<file path="src/rtl/cmp_branch_if.sv">
// Handshake and operand bundle for the compare-and-branch unit.
// The execute-stage driver uses the master modport. The unit uses the slave modport.
interface cmp_branch_if #(
  parameter int WIDTH = 8,
  parameter int PC_W  = 8
) ();
  logic             in_valid;
  logic             in_ready;
  logic [3:0]       mode;
  logic [WIDTH-1:0] R1;
  logic [WIDTH-1:0] R2;
  logic [PC_W-1:0]  imm;
  logic [PC_W-1:0]  pc;
  logic             out_valid;
  logic             out_ready;
  logic [WIDTH-1:0] out;
  logic             taken;
  logic [PC_W-1:0]  target;
  logic             squashed;
  logic             err;
  logic             flag;

  modport master (
    output in_valid, mode, R1, R2, imm, pc, out_ready,
    input  in_ready, out_valid, out, taken, target, squashed, err, flag
  );

  modport slave (
    input  in_valid, mode, R1, R2, imm, pc, out_ready,
    output in_ready, out_valid, out, taken, target, squashed, err, flag
  );
endinterface

</file>
<file path="src/rtl/cmp_branch_unit.sv">
// Registered compare-and-branch unit with a sticky compare flag and
// branch-shadow squashing. The unit has one result register and a
// valid/ready handshake. Latency is one cycle.
module cmp_branch_unit #(
  parameter int WIDTH  = 8,
  parameter int PC_W   = 8,
  parameter int SHADOW = 1
) (
  input logic          clk,
  input logic          rst,
  cmp_branch_if.slave  bus
);

  localparam logic [3:0] MODE_LT  = 4'd0;
  localparam logic [3:0] MODE_GT  = 4'd1;
  localparam logic [3:0] MODE_EQ  = 4'd2;
  localparam logic [3:0] MODE_GTE = 4'd3;
  localparam logic [3:0] MODE_LTE = 4'd4;
  localparam logic [3:0] MODE_NE  = 4'd5;
  localparam logic [3:0] MODE_SLT = 4'd6;
  localparam logic [3:0] MODE_SGT = 4'd7;
  localparam logic [3:0] MODE_BEZ = 4'd8;
  localparam logic [3:0] MODE_BNZ = 4'd9;
  localparam logic [3:0] MODE_BT  = 4'd10;
  localparam logic [3:0] MODE_BF  = 4'd11;
  localparam logic [3:0] MODE_J   = 4'd12;
  localparam logic [3:0] MODE_JR  = 4'd13;

  localparam logic [2:0] SC_LOAD = 3'(SHADOW);

  // Result and state registers
  logic            out_valid_reg, out_valid_next;
  logic            cond_reg,      cond_next;
  logic            taken_reg,     taken_next;
  logic [PC_W-1:0] target_reg,    target_next;
  logic            squashed_reg,  squashed_next;
  logic            err_reg,       err_next;
  logic            flag_reg,      flag_next;
  logic [2:0]      sc_reg,        sc_next;

  logic            accept;
  logic            is_cmp;
  logic            is_br;
  logic            cmp_res;
  logic            br_cond;
  logic [PC_W-1:0] br_tgt;
  logic [PC_W-1:0] jr_tgt;

  assign bus.in_ready = !out_valid_reg || bus.out_ready;
  assign accept       = bus.in_valid && bus.in_ready;

  // The top bit of mode separates compares from branches and reserved codes.
  assign is_cmp = (bus.mode[3] == 1'b0);
  assign is_br  = (bus.mode >= MODE_BEZ) && (bus.mode <= MODE_JR);

  // The relative target wraps modulo 2^PC_W.
  assign br_tgt = bus.pc + bus.imm;

  // The JR target is R1, zero-extended or truncated to PC_W bits.
  generate
    for (genvar gi = 0; gi < PC_W; gi++) begin : g_jr_tgt
      if (gi < WIDTH) begin : g_bit
        assign jr_tgt[gi] = bus.R1[gi];
      end else begin : g_zero
        assign jr_tgt[gi] = 1'b0;
      end
    end
  endgenerate

  // Compare result for modes 0..7. Signed compares use two's complement.
  always_comb begin
    cmp_res = 1'b0;
    case (bus.mode)
      MODE_LT:  cmp_res = bus.R1 <  bus.R2;
      MODE_GT:  cmp_res = bus.R1 >  bus.R2;
      MODE_EQ:  cmp_res = bus.R1 == bus.R2;
      MODE_GTE: cmp_res = bus.R1 >= bus.R2;
      MODE_LTE: cmp_res = bus.R1 <= bus.R2;
      MODE_NE:  cmp_res = bus.R1 != bus.R2;
      MODE_SLT: cmp_res = $signed(bus.R1) < $signed(bus.R2);
      MODE_SGT: cmp_res = $signed(bus.R1) > $signed(bus.R2);
      default:  cmp_res = 1'b0;
    endcase
  end

  // Branch condition for modes 8..13. BT and BF read the registered flag,
  // so they see any compare that was accepted in an earlier cycle.
  always_comb begin
    br_cond = 1'b0;
    case (bus.mode)
      MODE_BEZ: br_cond = (bus.R1 == '0);
      MODE_BNZ: br_cond = (bus.R1 != '0);
      MODE_BT:  br_cond = flag_reg;
      MODE_BF:  br_cond = !flag_reg;
      MODE_J:   br_cond = 1'b1;
      MODE_JR:  br_cond = 1'b1;
      default:  br_cond = 1'b0;
    endcase
  end

  // Next-state logic: drain the result, accept a new operation, apply the shadow.
  always_comb begin
    out_valid_next = out_valid_reg;
    cond_next      = cond_reg;
    taken_next     = taken_reg;
    target_next    = target_reg;
    squashed_next  = squashed_reg;
    err_next       = err_reg;
    flag_next      = flag_reg;
    sc_next        = sc_reg;

    if (out_valid_reg && bus.out_ready) begin
      out_valid_next = 1'b0;
    end

    if (accept) begin
      out_valid_next = 1'b1;
      cond_next      = 1'b0;
      taken_next     = 1'b0;
      target_next    = '0;
      squashed_next  = 1'b0;
      err_next       = 1'b0;
      if (sc_reg != 3'd0) begin
        // A shadow operation has no side effects. It only counts down the shadow.
        squashed_next = 1'b1;
        sc_next       = sc_reg - 3'd1;
      end else if (is_cmp) begin
        cond_next = cmp_res;
        flag_next = cmp_res;
      end else if (is_br) begin
        cond_next  = br_cond;
        taken_next = br_cond;
        if (br_cond) begin
          target_next = (bus.mode == MODE_JR) ? jr_tgt : br_tgt;
          sc_next     = SC_LOAD;
        end
      end else begin
        err_next = 1'b1;
      end
    end
  end

  // State register. A reset discards the held result and any pending shadow.
  always_ff @(posedge clk) begin
    if (rst) begin
      out_valid_reg <= 1'b0;
      cond_reg      <= 1'b0;
      taken_reg     <= 1'b0;
      target_reg    <= '0;
      squashed_reg  <= 1'b0;
      err_reg       <= 1'b0;
      flag_reg      <= 1'b0;
      sc_reg        <= 3'd0;
    end else begin
      out_valid_reg <= out_valid_next;
      cond_reg      <= cond_next;
      taken_reg     <= taken_next;
      target_reg    <= target_next;
      squashed_reg  <= squashed_next;
      err_reg       <= err_next;
      flag_reg      <= flag_next;
      sc_reg        <= sc_next;
    end
  end

  // Only bit 0 of the result carries the condition. The upper bits are tied to 0.
  generate
    for (genvar gi = 0; gi < WIDTH; gi++) begin : g_out
      if (gi == 0) begin : g_cond
        assign bus.out[gi] = cond_reg;
      end else begin : g_zero
        assign bus.out[gi] = 1'b0;
      end
    end
  endgenerate

  assign bus.out_valid = out_valid_reg;
  assign bus.taken     = taken_reg;
  assign bus.target    = target_reg;
  assign bus.squashed  = squashed_reg;
  assign bus.err       = err_reg;
  assign bus.flag      = flag_reg;

endmodule

</file>
<file path="src/flat_wrapper.sv">
// flat-port wrapper written by rule: the top's interface ports become plain ports
module cmp_branch_unit_flat 
#(
  parameter int WIDTH  = 8,
  parameter int PC_W   = 8,
  parameter int SHADOW = 1
)
  (clk, rst, bus_in_valid, bus_mode, bus_R1, bus_R2, bus_imm, bus_pc, bus_out_ready, bus_in_ready, bus_out_valid, bus_out, bus_taken, bus_target, bus_squashed, bus_err, bus_flag);
  cmp_branch_if #(.WIDTH(WIDTH), .PC_W(PC_W)) bus_i ();
  input logic clk;
  input logic rst;
  input wire logic [$bits(bus_i.in_valid)-1:0] bus_in_valid;
  input wire logic [$bits(bus_i.mode)-1:0] bus_mode;
  input wire logic [$bits(bus_i.R1)-1:0] bus_R1;
  input wire logic [$bits(bus_i.R2)-1:0] bus_R2;
  input wire logic [$bits(bus_i.imm)-1:0] bus_imm;
  input wire logic [$bits(bus_i.pc)-1:0] bus_pc;
  input wire logic [$bits(bus_i.out_ready)-1:0] bus_out_ready;
  output wire logic [$bits(bus_i.in_ready)-1:0] bus_in_ready;
  output wire logic [$bits(bus_i.out_valid)-1:0] bus_out_valid;
  output wire logic [$bits(bus_i.out)-1:0] bus_out;
  output wire logic [$bits(bus_i.taken)-1:0] bus_taken;
  output wire logic [$bits(bus_i.target)-1:0] bus_target;
  output wire logic [$bits(bus_i.squashed)-1:0] bus_squashed;
  output wire logic [$bits(bus_i.err)-1:0] bus_err;
  output wire logic [$bits(bus_i.flag)-1:0] bus_flag;
  assign bus_i.in_valid = bus_in_valid;
  assign bus_i.mode = bus_mode;
  assign bus_i.R1 = bus_R1;
  assign bus_i.R2 = bus_R2;
  assign bus_i.imm = bus_imm;
  assign bus_i.pc = bus_pc;
  assign bus_i.out_ready = bus_out_ready;
  assign bus_in_ready = bus_i.in_ready;
  assign bus_out_valid = bus_i.out_valid;
  assign bus_out = bus_i.out;
  assign bus_taken = bus_i.taken;
  assign bus_target = bus_i.target;
  assign bus_squashed = bus_i.squashed;
  assign bus_err = bus_i.err;
  assign bus_flag = bus_i.flag;
  cmp_branch_unit #(.WIDTH(WIDTH), .PC_W(PC_W), .SHADOW(SHADOW)) u_core (.clk(clk), .rst(rst), .bus(bus_i));
endmodule
</file>
<file path="config.mk">
export PLATFORM = sky130hd
export DESIGN_NAME = cmp_branch_unit_flat
export DESIGN_NICKNAME = d
export VERILOG_FILES = /design/src/rtl/cmp_branch_if.sv /design/src/rtl/cmp_branch_unit.sv /design/src/flat_wrapper.sv
export SDC_FILE = /design/constraint.sdc
export NUM_CORES = 1
export LEC_CHECK = 0
export CAP_MARGIN = 20
export CORE_MARGIN = 2
export CORE_UTILIZATION = 43
export DETAILED_ROUTE_END_ITERATION = 8
export HOLD_SLACK_MARGIN = 0.02
export MAX_ROUTING_LAYER = met4
export PLACE_DENSITY = 0.8
export SETUP_SLACK_MARGIN = 0.02
export SLEW_MARGIN = 10
export SYNTH_ARGS = -nofsm -noshare
export SYNTH_HDL_FRONTEND = slang
export SYNTH_SLANG_ARGS = --single-unit
</file>
<file path="constraint.sdc">
create_clock -name clk -period 3.1 [get_ports clk]
set_clock_uncertainty 0.2 [all_clocks]
set_input_delay 0.775 -clock clk [delete_from_list [all_inputs] [get_ports clk]]
set_output_delay 0.775 -clock clk [all_outputs]
set_load 0.01 [all_outputs]
</file>
==> results.cfg, run 1 <==
[clocking]
tritoncts = done
postCtsSetupRepairBufs = 0
htreeDepth = 1
clk_pin_slew_ns = 0.10
root_buffer = clkbuf_4
cts_made_buffers = 3
cts.sinks = 17
cts_buffer_depth = 2
clock_latency_ns = 0.29

[detailed_routing]
vias_per_cell = 5.089
ant_nets = 0
finalWirelength_um = 3641
drc = 0
vias = 1547
wire_per_inst_um = 11.98
drt_iter0_drc = 51
drtPass1Iterations = 4

[synth]
ys.warnings.count = 0
synthMuxAreaShare = 0.02651
synth_compound_area_frac = 0.2510
synth_top_family_by_area = compound AO/OA/AOI/OAI gates
yosysMostFrequentCell = inv_1
yosysUniqueCellTypes = 41
netlist_top_cells_area = dfxtp_1 23%, ha_1 14%, buf_4 5.0%
synth_seq_cells = 17
syn_area_um2 = 1510
synth_flop_cell = dfxtp_1
syn_inst = 197
synth_edf_count = 0
synth_top_area_share = 0.2254
synthXorXnorAreaFrac = 0.02320
avgSynthCellArea_um2 = 7.666
yosys.area.top_type = dfxtp_1
synthAdderAreaFrac = 0.1541
yosysSeqAreaShare = 0.2254
synth_simple_gate_area_frac = 0.2104
synthArstFlopShare = 0
synthTopCellsByCount = 18 x inv_1, 17 x dfxtp_1, 17 x ha_1

[placement]
dp_cells = 300
detailed_place_hpwl_um = 3099
routabilityCongestion = 0.8462
numPortBuffers = 54

[setup_path]
worst_path_largest_cell_delay_ns = 0.46
crit_start = bus_R2[6]
crit_path_frequent_cell = a311oi_1
critPathArrivalTime_ns = 2.83
slowest_stage = clkdlybuf4s50_1
crit_required_ns = 3.07
critPathLaunchType = input port
path_class = input port to flop
r2r_start = u_core.sc_reg[0]
cp-end-kind = flop
worstRegToRegCells = 8
crit_chain = clkdlybuf4s50_1, inv_1, ha_1, and4_1, a21oi_1, o211ai_1, a22o_1, a311oi_1, a311oi_1
crit_fanout = 3

[layout]
fin_nets = 317
fillers = 317
drive_gt1_frac = 0.07752
final_cells = 304
area_delta_synth_final_pct = 43.00
largest_reg_flops = 8
antennaDiodeCount = 0
utilization = 0.6421

[global_routing]
grt_max_degree = 12
grt_pass1_wl_um = 6423
grt_pass1_vias = 1497
grt_overflow = 0
grt.total_usage = 0.2022
antenna_found_initial = 0

[power_and_ir_drop]
ir_drop_mv = 0.1842
p_leak_nw = 0.9353
powerDensity_nw_per_um2 = 276.0
power.total_w = 0.0005960

[timing]
hold_viol = 0
fin_crit_sh = 0.9226
setup_violations = 0
drv_slew = 0
period_minus_slack_ns = 2.860
rsz0062_at_grt = no
hold_ws_ns = 0.2803
fmax_ghz = 0.3497

[die]
die-area_um2 = 4002
rows = 21
initial_core_util = 0.4490
die_w_um = 63.26
dieHeight_um = 63.26
io_pins = 62
core-area_um2 = 3363

[hold_path]
min_from = u_core.bus.target[5]
hold_depth = 2
hp-class = flop to flop

[run_status]
outcome = finished clean

[job]
cap_violations = 0
-- cell usage in the layout, fill, tap and decap left out, types with 4 or more instances in the layout --
| cell type | count |
|---|---|
| clkdlybuf4s50_1 | 54 |
| inv_1 | 18 |
| ha_1 | 17 |
| dfxtp_1 | 17 |
| nor2_1 | 16 |
| nand2_1 | 14 |
| o21ai_0 | 13 |
| buf_4 | 12 |
| a21oi_1 | 11 |
| nor3_1 | 9 |
| conb_1 | 7 |
| a22oi_1 | 5 |
| nand2b_1 | 4 |
| a21o_1 | 4 |
| or3_1 | 4 |
| nor2b_1 | 4 |
| mux2i_1 | 4 |
| a311oi_1 | 4 |
-- worst max-delay path, delay by kind of cell --
| family | cells | cell delay [ns] |
|---|---|---|
| buffers and inverters | 2 | 0.50 |
| and+or+nand+nor | 1 | 0.23 |
| AOI/OAI and AO/OA | 5 | 1.01 |
| adders and majority gates | 1 | 0.31 |
-- routing by layer --
| layer | part of all wire | vias to the layer above | routed length, um | global-route usage |
|---|---|---|---|---|
| met4 | 0.0052 | 0 | 19 | 0.03533 |
| met5 | 0 | - | 0 | - |
| met1 | 0.45 | 685 | 1636 | 0.2360 |
| li1 | - | 816 | - | - |
| met3 | 0.047 | 2 | 172 | 0.03929 |
| met2 | 0.50 | 44 | 1812 | 0.3644 |
-- cells by family after synthesis --
group	Yosys count
AND/OR/NAND/NOR	64
AO/OA/AOI/OAI	56
buffers and inverters	33
adder cells (fa/ha/maj)	18
flip-flops	17
XOR/XNOR	4
multiplexers	4
other	1
-- cell type report --
class	instances	area [um^2]	share of cell area
clock buffers	4	26.28	0.01217
inverters	18	67.56	0.03129
flip-flops and latches	17	340.3	0.1576
multi-input cells	153	1037	0.4803
well taps	46	57.56	0.02665
repair buffers	66	630.6	0.2920
-- metrics by stage --
step | TNS (ns) | area [um^2] | worst slack, ns
after CTS | 0 | 2153 | 0.1510
after global routing | 0 | 2160 | 0.03986
after floorplan | 0 | 1533 | 0.5544
after global placement | -0.02118 | 2127 | -0.01127
final | 0 | 2160 | 0.2401
after detailed placement | -0.2716 | 2127 | -0.1506
-- timing repair --
| item | in CTS | in global routing |
|---|---|---|
| hold buffers | 0 | 0 |
| resized for setup | 0 | 2 |
| endpoints found under the setup margin | 0 | 2 |
| endpoints found under the hold margin | 0 | 0 |
-- worst paths after layout --
check	end	slack [ns]
max reg2reg	u_core.cond_reg	1.03
min reg2reg	u_core.bus.target[5]	0.28
min	u_core.bus.target[5]	0.28
max	u_core.bus.flag	0.24
-- report_power, final --
part / internal, W / switching (W) / leakage (nW) / total (W)
Combinational: 0.000131 / 0.000112 / 0.782 / 0.000243
Sequential: 0.000228 / 0.00000557 / 0.138 / 0.000233
Clock: 0.0000500 / 0.0000696 / 0.0150 / 0.000120
Total: 0.000409 / 0.000187 / 0.935 / 0.000596
Power figures use the tool's default switching activity.
==> run 2: changes to the inputs <==
- CAP_MARGIN: 20 -> 30
==> results of run 2 <==
No change in the layout: final DEF, timing and power equal those of run 1.
==> run 3: changes to the inputs <==
- SLEW_MARGIN: 10 -> 20
- clock period: 3.1 -> 2.64 ns (I/O delays scaled with it)
==> run 3 against run 2 <==
Die area did not move; via count increased by 8.9%; wire length rose by 19%; highest routed layer unchanged; setup slack lost 0.16 ns; sequential cell count unchanged.
==> results.cfg, run 3 (synthesis gave the netlist of run 1 again) <==
[run_status]
outcome = finished clean

[power_and_ir_drop]
powerDensity_nw_per_um2 = 312.9
ir_drop_mv = 0.1688
p_leak_nw = 1.077

[global_routing]
grt_pass1_wl_um = 6893
grt.total_usage = 0.2176
grt_pass1_vias = 1640
grt_overflow = 0
grt_max_degree = 12
antenna_found_initial = 0

[clocking]
cts.sinks = 17
root_buffer = clkbuf_4
cts_made_buffers = 3
cts_buffer_depth = 2
tritoncts = done
clock_latency_ns = 0.30
clk_pin_slew_ns = 0.10
htreeDepth = 1

[layout]
largest_reg_flops = 8
drive_gt1_frac = 0.2037
final-seq-area_um2 = 340.3
fillers = 273
stdcell_area_um2 = 2412
layout_common_cells = 40 x clkdlybuf4s50_1, 24 x buf_4, 17 x dfxtp_1
antennaDiodeCount = 0
area_delta_synth_final_pct = 59.73
final_common_cell = clkdlybuf4s50_1
multi_input_area_um2 = 1186
fin_nets = 329
utilization = 0.7173

[die]
io_pins = 62
rows = 21
die-area_um2 = 4002
die_w_um = 63.26
core-area_um2 = 3363
initial_core_util = 0.4490
dieHeight_um = 63.26

[job]
cap_violations = 0

[detailed_routing]
vias = 1684
drt_iter0_drc = 120
ant_nets = 0
wire_per_inst_um = 13.70
finalWirelength_um = 4330
drc = 0
drtPass1Iterations = 4
vias_per_cell = 5.329

[timing]
hold_viol = 0
setup_violations = 0
drv_slew = 0
fin_crit_sh = 0.9713
period_minus_slack_ns = 2.564
fmax_ghz = 0.3900

[setup_path]
critPathLaunchType = input port
r2r_start = u_core.sc_reg[1]
critPathArrivalTime_ns = 2.58
crit_required_ns = 2.66
path_class = input port to flop
worstRegToRegCells = 8
cp-end-kind = flop
crit_fanout = 2
r2r_end = u_core.cond_reg
reg2reg_slack_ns = 0.55

[hold_path]
hold_depth = 2
hp-class = flop to flop
holdPathEnd = u_core.bus.target[7]
min_from = u_core.bus.target[7]

[placement]
placed_cell_area_um2 = 2217
routabilityCongestion = 0.8473
detailed_place_hpwl_um = 3209
numPortBuffers = 54
## run 3: changes by cell type in the layout (fill, tap and decap cells not counted), sizes merged
cell           delta
clkdlybuf4s50    -14
clkinv            +1
buf              +12
dlymetal6s2s      +8
clkbuf            -1
dlygate4sd2       +6
## run 3: repair_timing
item | CTS | global route
endpoints found under the setup margin | 3 | 6
pin swaps | 13 | 10
hold buffers | 0 | 0
resized for setup | 24 | 16
setup buffers | 0 | 0
## run 3: layout make-up
cell class | count | area share
clock buffers | 3 | 0.009336
multi-input cells | 153 | 0.4917
well taps | 46 | 0.02386
inverters | 18 | 0.02801
clock inverters | 1 | 0.002075
flip-flops and latches | 17 | 0.1411
repair buffers | 78 | 0.3039
## run 3: stage by stage
stage	setup TNS [ns]	std cells	worst slack [ns]	hold slack, ns	total power, W
finish	0	316	0.07564	0.2891	0.0007548
global route	-0.05796	316	-0.03378	0.3354	0.0008028
CTS	0	316	0.02162	0.2887	0.0007391
detailed placement	-2.561	312	-0.4689	0.2687	0.0005776
global placement	-2.008	312	-0.3515	0.2596	0.0005736
floorplan	0	203	0.2094	0.2565	0.0004422
## run 3: critical path, cell delays in order
cell	delay (ns)
clkdlybuf4s50_1	0.45
inv_1	0.06
ha_4	0.29
nand2_1	0.08
nor3_2	0.20
nand2_1	0.12
a2111oi_4	0.38
a311oi_2	0.08
a311oi_1	0.25
## run 3: where the power goes
| part | total, W | internal (W) | switching [W] |
|---|---|---|---|
| Sequential | 0.000274 | 0.000267 | 0.00000645 |
| Combinational | 0.000336 | 0.000180 | 0.000156 |
| Clock | 0.000145 | 0.0000565 | 0.0000888 |
| Total | 0.000755 | 0.000504 | 0.000251 |
## run 3: worst max path at each step
stage / slack (ns) / from / endpoint / cells past startpoint
CTS: 0.02 / bus_R2[7] / u_core.cond_reg / 9
global route: -0.03 / bus_R2[2] / u_core.cond_reg / 9
detailed placement: -0.47 / bus_R2[5] / u_core.bus.flag / 9
global placement: -0.35 / bus_R2[3] / u_core.bus.flag / 9
finish: 0.08 / bus_R2[2] / u_core.cond_reg / 9
floorplan: 0.21 / bus_R2[7] / u_core.bus.flag / 8
## run 3: per-layer routing
metal	up-vias	global-route usage	wire length [um]
li1	835	-	-
met1	762	0.2478	1794
met2	71	0.3710	2149
met3	16	0.04107	219
met4	0	0.09783	167
met5	-	-	0
